File: config.mk
export PLATFORM = sky130hd
export DESIGN_NAME = analog_op_sched_flat
export DESIGN_NICKNAME = d
export VERILOG_FILES = /design/src/rtl/analog_op_sched_if.sv /design/src/rtl/analog_op_sched.sv /design/src/flat_wrapper.sv
export SDC_FILE = /design/constraint.sdc
export NUM_CORES = 1
export LEC_CHECK = 0
export ABC_AREA = 1
export CAP_MARGIN = 5
export CORE_MARGIN = 4
export CORE_UTILIZATION = 42
export CTS_BUF_LIST = sky130_fd_sc_hd__clkbuf_8
export DETAILED_ROUTE_END_ITERATION = 16
export PLACE_DENSITY = 0.86
export SYNTH_ARGS = -nofsm -noshare
export SYNTH_HDL_FRONTEND = slang
export SYNTH_SLANG_ARGS = --single-unit
File: constraint.sdc
create_clock -name clk -period 1.6 [get_ports clk]
set_clock_uncertainty 0.1 [all_clocks]
set_input_delay 0.16 -clock clk [delete_from_list [all_inputs] [get_ports clk]]
set_output_delay 0.16 -clock clk [all_outputs]
set_load 0.05 [all_outputs]
File: src/rtl/analog_op_sched_if.sv
// analog_op_sched_if: request/grant/completion bundle between analog requesters and the scheduler.
interface analog_op_sched_if #(
    parameter int NUM_REQ = 4,
    parameter int CNT_W   = 16,
    parameter int ID_W    = 2
);
    logic [NUM_REQ-1:0]       req;
    logic [NUM_REQ*CNT_W-1:0] delay_cfg;
    logic [NUM_REQ-1:0]       grant;
    logic [NUM_REQ-1:0]       done;
    logic                     busy;
    logic [ID_W-1:0]          active_id;
    modport master (output req, delay_cfg, input grant, done, busy, active_id);
    modport slave  (input req, delay_cfg, output grant, done, busy, active_id);
endinterface

File: src/rtl/analog_op_sched.sv
// analog_op_sched: arbitrates analog operations onto one shared countdown timer.
// Define ANALOG_OP_SCHED_RR_EN for round-robin arbitration; otherwise fixed priority (lowest index wins).
module analog_op_sched #(
    parameter int NUM_REQ = 4,
    parameter int CNT_W   = 16,
    parameter int ID_W    = 2
) (
    input logic              clk,
    input logic              rst,
    analog_op_sched_if.slave bus
);
    typedef enum logic [1:0] {IDLE, RUN, DONE} state_e;
    state_e             state_q, state_d;
    logic [CNT_W-1:0]   cnt_q, cnt_d, cfg_w;
    logic [NUM_REQ-1:0] grant_q, grant_d, done_q, done_d;
    logic [ID_W-1:0]    id_q, id_d, win;
`ifdef ANALOG_OP_SCHED_RR_EN
    logic [ID_W-1:0]    ptr_q, ptr_d;
    int                 j;
    always_comb begin
        win = '0;
        j = 0;
        for (int i = NUM_REQ - 1; i >= 0; i--) begin
            j = int'(ptr_q) + i;
            j = (j >= NUM_REQ) ? j - NUM_REQ : j;
            if (bus.req[j]) win = ID_W'(j);
        end
    end
`else
    always_comb begin
        win = '0;
        for (int i = NUM_REQ - 1; i >= 0; i--)
            if (bus.req[i]) win = ID_W'(i);
    end
`endif
    assign cfg_w = bus.delay_cfg[int'(win)*CNT_W +: CNT_W];
    always_comb begin
        state_d = state_q;
        cnt_d   = cnt_q;
        grant_d = grant_q;
        done_d  = '0;
        id_d    = id_q;
`ifdef ANALOG_OP_SCHED_RR_EN
        ptr_d   = ptr_q;
`endif
        case (state_q)
            IDLE: if (|bus.req) begin
                state_d = RUN;
                grant_d = NUM_REQ'(1) << win;
                id_d    = win;
                cnt_d   = (cfg_w == '0) ? CNT_W'(1) : cfg_w;
`ifdef ANALOG_OP_SCHED_RR_EN
                ptr_d   = (int'(win) == NUM_REQ - 1) ? '0 : win + 1'b1;
`endif
            end
            RUN: begin
                // abandon takes precedence over completion, even on the last count
                if (!bus.req[id_q]) begin
                    state_d = IDLE;
                    grant_d = '0;
                end else if (cnt_q == CNT_W'(1)) begin
                    state_d = DONE;
                    done_d  = grant_q;
                end else begin
                    cnt_d = cnt_q - 1'b1;
                end
            end
            default: begin
                state_d = IDLE;
                grant_d = '0;
            end
        endcase
    end
    always_ff @(posedge clk) begin
        if (rst) begin
            state_q <= IDLE;
            cnt_q   <= '0;
            grant_q <= '0;
            done_q  <= '0;
            id_q    <= '0;
`ifdef ANALOG_OP_SCHED_RR_EN
            ptr_q   <= '0;
`endif
        end else begin
            state_q <= state_d;
            cnt_q   <= cnt_d;
            grant_q <= grant_d;
            done_q  <= done_d;
            id_q    <= id_d;
`ifdef ANALOG_OP_SCHED_RR_EN
            ptr_q   <= ptr_d;
`endif
        end
    end
    assign bus.grant     = grant_q;
    assign bus.done      = done_q;
    assign bus.busy      = state_q != IDLE;
    assign bus.active_id = id_q;
endmodule

File: src/flat_wrapper.sv
// flat-port wrapper written by rule: the top's interface ports become plain ports
module analog_op_sched_flat 
#(
    parameter int NUM_REQ = 4,
    parameter int CNT_W   = 16,
    parameter int ID_W    = 2
)
  (clk, rst, bus_req, bus_delay_cfg, bus_grant, bus_done, bus_busy, bus_active_id);
  analog_op_sched_if #(.NUM_REQ(NUM_REQ), .CNT_W(CNT_W), .ID_W(ID_W)) bus_i ();
  input logic clk;
  input logic rst;
  input wire logic [$bits(bus_i.req)-1:0] bus_req;
  input wire logic [$bits(bus_i.delay_cfg)-1:0] bus_delay_cfg;
  output wire logic [$bits(bus_i.grant)-1:0] bus_grant;
  output wire logic [$bits(bus_i.done)-1:0] bus_done;
  output wire logic [$bits(bus_i.busy)-1:0] bus_busy;
  output wire logic [$bits(bus_i.active_id)-1:0] bus_active_id;
  assign bus_i.req = bus_req;
  assign bus_i.delay_cfg = bus_delay_cfg;
  assign bus_grant = bus_i.grant;
  assign bus_done = bus_i.done;
  assign bus_busy = bus_i.busy;
  assign bus_active_id = bus_i.active_id;
  analog_op_sched #(.NUM_REQ(NUM_REQ), .CNT_W(CNT_W), .ID_W(ID_W)) u_core (.clk(clk), .rst(rst), .bus(bus_i));
endmodule
==> results of run 1 <==
kinds of logic after synthesis:
kind of cell	count (synthesis)
AOI/OAI and AO/OA	56
xor gates and xnor gates	3
adders and majority gates	2
buffers and inverters	63
DFF	28
and+or+nand+nor	226
per-layer routing:
metal | vias to the layer above | share of wire, % | routed length (microns) | GRT usage, %
li1 | 1516 | - | - | -
met1 | 1400 | 37 | 3260 | 26.88
met2 | 184 | 50 | 4382 | 48.84
met3 | 36 | 8.0 | 698 | 5.493
met4 | 0 | 4.1 | 360 | 17.23
met5 | - | 0 | 0 | 0
cell type report:
| class | count | share of cell area, % |
|---|---|---|
| Multi-Input combinational cell | 287 | 40.64 |
| Timing Repair Buffer | 152 | 35.30 |
| Sequential cell | 28 | 15.09 |
| Inverter | 47 | 4.813 |
| Tap cell | 70 | 2.292 |
| Clock buffer | 3 | 1.081 |
| Clock inverter | 1 | 0.7859 |
path summary, 6_finish.rpt:
check                             to                start
hold reg to reg   u_core.bus.done[3]  u_core.bus.grant[3]
hold / removal    u_core.bus.done[3]  u_core.bus.grant[3]
setup / recovery    u_core.cnt_q[15]      u_core.cnt_q[1]
setup reg to reg    u_core.cnt_q[15]      u_core.cnt_q[1]
where the power goes:
group | internal (W) | switching, W | leakage [nW] | total (W)
Combinational | 0.000720 | 0.000767 | 1.55 | 0.00149
Sequential | 0.000772 | 0.0000685 | 0.233 | 0.000840
Clock | 0.000336 | 0.000244 | 0.0357 | 0.000580
Total | 0.00183 | 0.00108 | 1.82 | 0.00291
cells in the mapped netlist (2+ instances only):
cell / instances
nand2_1: 89
or2_2: 4
nand3b_1: 5
buf_2: 4
o21ai_1: 8
nor3_1: 4
nor2_1: 52
o21ai_2: 2
dfxtp_1: 28
nand3_1: 65
o21ai_0: 13
inv_2: 3
buf_4: 3
clkbuf_1: 6
o211ai_1: 5
a31oi_1: 9
inv_1: 44
xor2_1: 2
ha_1: 2
a21oi_1: 18
buf_6: 3
nand4_1: 2
nand2_2: 2
through the flow:
| stage | worst slack [ps] | setup TNS [ps] |
|---|---|---|
| global route | -223.7 | -3366 |
| global placement | -481.4 | -7381 |
| CTS | -44.30 | -493.7 |
| finish | -125.4 | -1792 |
| floorplan | 20.49 | 0 |
| detailed placement | -527.5 | -8435 |
registers in the layout, summed over array words and instances, names as in the netlist:
name                  count
u_core.bus.done           4
u_core.bus.active_id      2
u_core.cnt_q             16
u_core.state_q            2
u_core.bus.grant          4
what timing repair did:
action	in CTS	in global routing
endpoints found under the setup margin	17	26
pin swaps	15	11
gates resized for setup	52	25
hold endpoints to repair	0	0
cloned	2	0
setup buffers	9	0
critical path, delay by kind of cell (launching register included):
kind,cells,cell delay [ps]
AND/OR/NAND/NOR,2,430
flip-flops,1,370
AO/OA/AOI/OAI,3,360
buffers and inverters,2,250
adder cells (fa/ha/maj),1,120
==> impl_metrics.csv, run 1 <==
group,metric,value,unit
detailed_routing,drt_iter0_drc,244,
detailed_routing,drtAntennaViolNets,0,
synthesis,synth_compound_area_share,14.41,%
die,die_w,80.18,microns
timing,finalSetupViolations,22,
layout,layout_common_cells,"84 x nand2_1, 77 x buf_4, 65 x clkdlybuf4s50_1",
synthesis,synth-adder-area-share,1.144,%
global_route,first_global_vias,3160,
power,p_leak,1.820,nW
global_route,grt_max_degree,31,
synthesis,synth_top_cell_by_area,"dfxtp_1",
timing,period_needed,1725,ps
layout,area_delta_synth_final,74.61,%
synthesis,synth-edff-count,0,
synthesis,synth_xor_area_share,1.201,%
detailed_routing,wl_per_cell,14.80,microns
layout,seqCellArea,576.8,sq um
flow_run,drv_cap,0,
global_route,grt_antenna_before_repair,0,
detailed_routing,route.detailed.drc,0,
placement,dp.cells,574,
min_path,hold_depth,2,
synthesis,synth.area.top_cells,"dfxtp_1 26%, nand2_1 15%, nand3_1 15%",
cts,clock_path_buffers,2,
layout,multiInputGateArea,0.001553,sq mm
cts,clk_pin_slew,100,ps
timing,max-slew-margin-rel,76.72,%
global_route,grtUsageTotal,26.60,%
setup_path,crit_fanout,7,
layout,fin_cells,588,
setup_path,crit_arrival,1810,ps
placement,port_buffers,80,
layout,drive_above_1_share,28.96,%
synthesis,synth-seq-area-share,25.61,%
synthesis,ys.flop_type,"dfxtp_1",
setup_path,reg2reg_slack,-130,ps
timing,maxSlewViolCount,0,
setup_path,path_class,"flip-flop to flip-flop",
timing,worst_slack,-125.4,ps
synthesis,synth_mux_area_share,0,%
layout,nets,591,
layout,final_common_cell,"nand2_1",
detailed_routing,vias,3136,
setup_path,critPathRequiredTime,1680,ps
placement,gp_congestion,0.8943,
status,status,"finished with violations",
synthesis,synth_top_family_by_area,"simple AND/OR/NAND/NOR gates",
cts,ctsHoldBuffers,0,
cts,cts_tree,"done",
timing,fmax,0.5796,GHz
cts,cts-root-buf,"clkbuf_8",
setup_path,cpPeakStageDelay,370,ps
layout,diodes,0,
layout,final_area,0.003821,sq mm
synthesis,ys_ff_latch,28,
power,powerDensity,760.9,mW/mm^2
die,dieArea,0.006429,sq mm
setup_path,r2r_cells,8,
detailed_routing,firstDrtPassIters,5,
synthesis,synthSimpleGateAreaFrac,45.05,%
timing,tightest_slew,346.2,ps
synthesis,async_reset_ff_share,0,%
placement,place_hpwl,5955,microns
global_route,overflow,0,
status,failed_checks,"negative setup slack",
cts,clock_sinks,28,
min_path,hold_path.class,"flip-flop to flip-flop",
timing,hold_violations,0,
timing,fin_crit_sh,107.8,%
die,fp.dieH,80.18,microns
die,rows,26,
synthesis,syn_area,0.002188,sq mm
power,vdd.ir_drop.worst,435.8,uV
detailed_routing,via_per_inst,5.333,
die,initial_core_util,43.12,%
setup_path,cp_cell_sequence,"inv_4, ha_4, nand4_1, nor3_4, o21ai_4, buf_6, o21ai_1, a21oi_2",
synthesis,synth_warnings,0,
cts,htreeDepth,1,
synthesis,synth_top_cell_area_share,25.61,%
die,core_area,0.005075,sq mm
detailed_routing,routed_wl,8702,microns
global_route,grt_pass1_wl,13540,microns
setup_path,cp-start-kind,"flip-flop",
cts,numCtsBuffers,3,
synthesis,syn_inst,378,
synthesis,synth_cell_types,28,
setup_path,setup.worst_path.end_class,"flip-flop",
layout,n_fill_cell,385,
synthesis,avgSynthCellArea,5.789,sq um
power,power,0.002908,W
timing,rsz0062_at_grt,"yes",
placement,place_area,0.003455,sq mm
cts,clock_latency,280,ps
die,ioPinCount,81,
setup_path,critPathSlowestCell,"dfxtp_4",
timing,holdWs,354.2,ps
layout,fin_util,75.30,%
synthesis,syn_nets,450,
No activity file was read; power rests on OpenSTA's default activity.
==> run 2, diff against run 1 <==
Settings changed: CAP_MARGIN 5 to not set.
==> results of run 2 <==
Final layout, timing and power as in run 1 (identical DEF).
==> run 3, diff against run 2 <==
Settings changed: ABC_CLOCK_PERIOD_IN_PS set to 1600, CORE_ASPECT_RATIO set to 2.
==> impl_metrics.csv, run 3 (synthesis results as in run 1) <==
group,metric,value,unit
layout,area_delta_synth_final,82.16,%
setup_path,path_class,"flip-flop to flip-flop",
power,seq_power_share,27.7,%
global_route,overflow,0,
layout,final_area,0.003986,sq mm
setup_path,cpPeakStageDelay,390,ps
setup_path,cp_cell_sequence,"buf_4, nor3_4, inv_2, nor2_4, nand2_1, xnor2_2, a21oi_4, a21oi_1",
status,failed_checks,"negative setup slack",
timing,tightest_slew,250.5,ps
layout,layout_common_cells,"83 x buf_4, 82 x nand2_1, 65 x clkdlybuf4s50_1",
layout,largest_reg_flops,16,
detailed_routing,drt_iter0_drc,233,
layout,regMostFlops,"u_core.cnt_q",
detailed_routing,route.detailed.drc,0,
cts,cts_tree,"done",
die,initial_core_util,42.97,%
setup_path,critPathRequiredTime,1700,ps
power,p_switching,0.001176,W
timing,period_needed,1795,ps
layout,final_common_cell,"buf_4",
setup_path,reg2reg_slack,-190,ps
min_path,hold_path.class,"primary input to flip-flop",
power,vdd.ir_drop.worst,705.3,uV
flow_run,drv_cap,0,
die,core_area,0.005092,sq mm
layout,drive_above_1_share,32.83,%
detailed_routing,wl_per_cell,16.93,microns
cts,htreeDepth,1,
setup_path,endpoint,"u_core.cnt_q[15]",
global_route,grtUsageTotal,28.16,%
timing,fin_crit_sh,112.2,%
cts,ctsHoldBuffers,0,
timing,worst_slack,-194.6,ps
placement,gp_congestion,0.8667,
cts,clk_pin_slew,100,ps
power,power,0.003085,W
detailed_routing,drtAntennaViolNets,0,
status,status,"finished with violations",
setup_path,crit_fanout,4,
placement,port_buffers,80,
cts,clock_latency,290,ps
power,power_frac_clock,18.9,%
setup_path,r2r_start,"u_core.cnt_q[0]",
setup_path,critPathSlowestCell,"dfxtp_4",
placement,place_hpwl,6083,microns
timing,rsz0062_at_grt,"yes",
setup_path,r2r_cells,8,
detailed_routing,vias,3283,
timing,hold_violations,0,
global_route,first_global_vias,3271,
power,p_leak,1.879,nW
timing,fmax,0.5572,GHz
setup_path,crit_arrival,1900,ps
timing,maxSlewViolCount,0,
setup_path,r2r-end,"u_core.cnt_q[15]",
cts,clock_path_buffers,2,
global_route,grt_max_degree,27,
setup_path,cp-start-kind,"flip-flop",
power,power.internal,0.001909,W
placement,place_area,0.003482,sq mm
die,die_w,59.04,microns
global_route,grt_pass1_wl,14190,microns
layout,diodes,0,
die,rows,37,
setup_path,worstSetupStartpoint,"u_core.cnt_q[0]",
power,powerDensity,773.9,mW/mm^2
timing,max-slew-margin-rel,83.12,%
power,p_sw_share,38.11,%
die,ioPinCount,81,
layout,nets,600,
die,dieArea,0.006499,sq mm
cts,cts-root-buf,"clkbuf_8",
detailed_routing,via_per_inst,5.612,
cts,numCtsBuffers,3,
min_path,hold_depth,5,
timing,finalSetupViolations,22,
detailed_routing,routed_wl,9902,microns
cts,clock_sinks,28,
detailed_routing,firstDrtPassIters,5,
die,fp.dieH,110.1,microns
global_route,grt_antenna_before_repair,0,
power,power_frac_comb,53.3,%
setup_path,setup.worst_path.end_class,"flip-flop",
run 3: cell types whose count changed in the layout (fill, tap and decap cells not counted), moves of 3 or more:
| cell | before | now |
|---|---|---|
| a31oi_1 | 9 | 6 |
| a31oi_2 | 0 | 3 |
| buf_12 | 2 | 5 |
| buf_4 | 77 | 83 |
| clkbuf_2 | 0 | 3 |
| dfxtp_2 | 1 | 4 |
| dlygate4sd2_1 | 4 | 1 |
| nor2_1 | 42 | 38 |
| o21ai_0 | 6 | 11 |
| o21ai_1 | 10 | 7 |
| o21ai_2 | 6 | 3 |
run 3: per-layer routing:
layer	wire length [microns]	vias to the layer above	global-route usage, %
met1	3377	1488	25.37
met4	614	0	20.75
met2	5336	203	54.59
met5	0	-	0
li1	-	1529	-
met3	573	63	2.797
run 3: how the worst min path moves through the flow:
stage	startpoint	end	slack, ps
after CTS	bus_req[0]	u_core.bus.active_id[1]	360
after floorplan	bus_delay_cfg[5]	u_core.cnt_q[5]	320
after global routing	bus_req[0]	u_core.bus.grant[3]	300
after global placement	u_core.bus.grant[2]	u_core.bus.done[2]	340
final	bus_req[0]	u_core.bus.grant[3]	280
after detailed placement	u_core.bus.grant[3]	u_core.bus.done[3]	350
run 3: layout make-up:
| type | instances | area (sq um) |
|---|---|---|
| well taps | 58 | 72.57 |
| flip-flops and latches | 28 | 576.8 |
| repair buffers | 161 | 1459 |
| fillers | 327 | 1106 |
| multi-input cells | 287 | 1618 |
| inverters | 47 | 188.9 |
| clock buffers | 3 | 41.29 |
| clock inverters | 1 | 30.03 |
run 3: worst max-delay path, delay by kind of cell, from the launching register on:
family                 cells  cell delay [ps]
AND/OR/NAND/NOR            3              450
flip-flops                 1              390
AO/OA/AOI/OAI              2              310
buffers and inverters      2              240
XOR/XNOR                   1              220
run 3: power by group through the flow:
stage	combinational, W	sequential [W]	clock (W)
global route	0.00176	0.000860	0.000607
global placement	0.00122	0.000830	0
floorplan	0.000576	0.000873	0
detailed placement	0.00125	0.000834	0
CTS	0.00143	0.000836	0.000579
finish	0.00165	0.000856	0.000584
run 3: per-stage QoR:
stage | setup TNS [ps] | hold WS (ps) | instances | utilization (%) | setup WS [ps]
final | -1871 | 278.3 | 585 | 78.28 | -194.6
after detailed placement | -9458 | 347.2 | 566 | 68.38 | -531.5
after global placement | -7592 | 338.8 | 566 | 68.38 | -524.1
after CTS | -616.3 | 362.3 | 582 | 75.04 | -77.14
after global routing | -3161 | 303.1 | 585 | 78.28 | -277.6
after floorplan | 0 | 322.6 | 378 | - | 20.49
run 3: what timing repair did:
| item | CTS | global route |
|---|---|---|
| endpoints found under the hold margin | 0 | 0 |
| setup endpoints to repair | 17 | 26 |
| gates resized for setup | 42 | 51 |
| pin swaps | 9 | 14 |
| setup buffers | 10 | 6 |
| cloned | 2 | 0 |
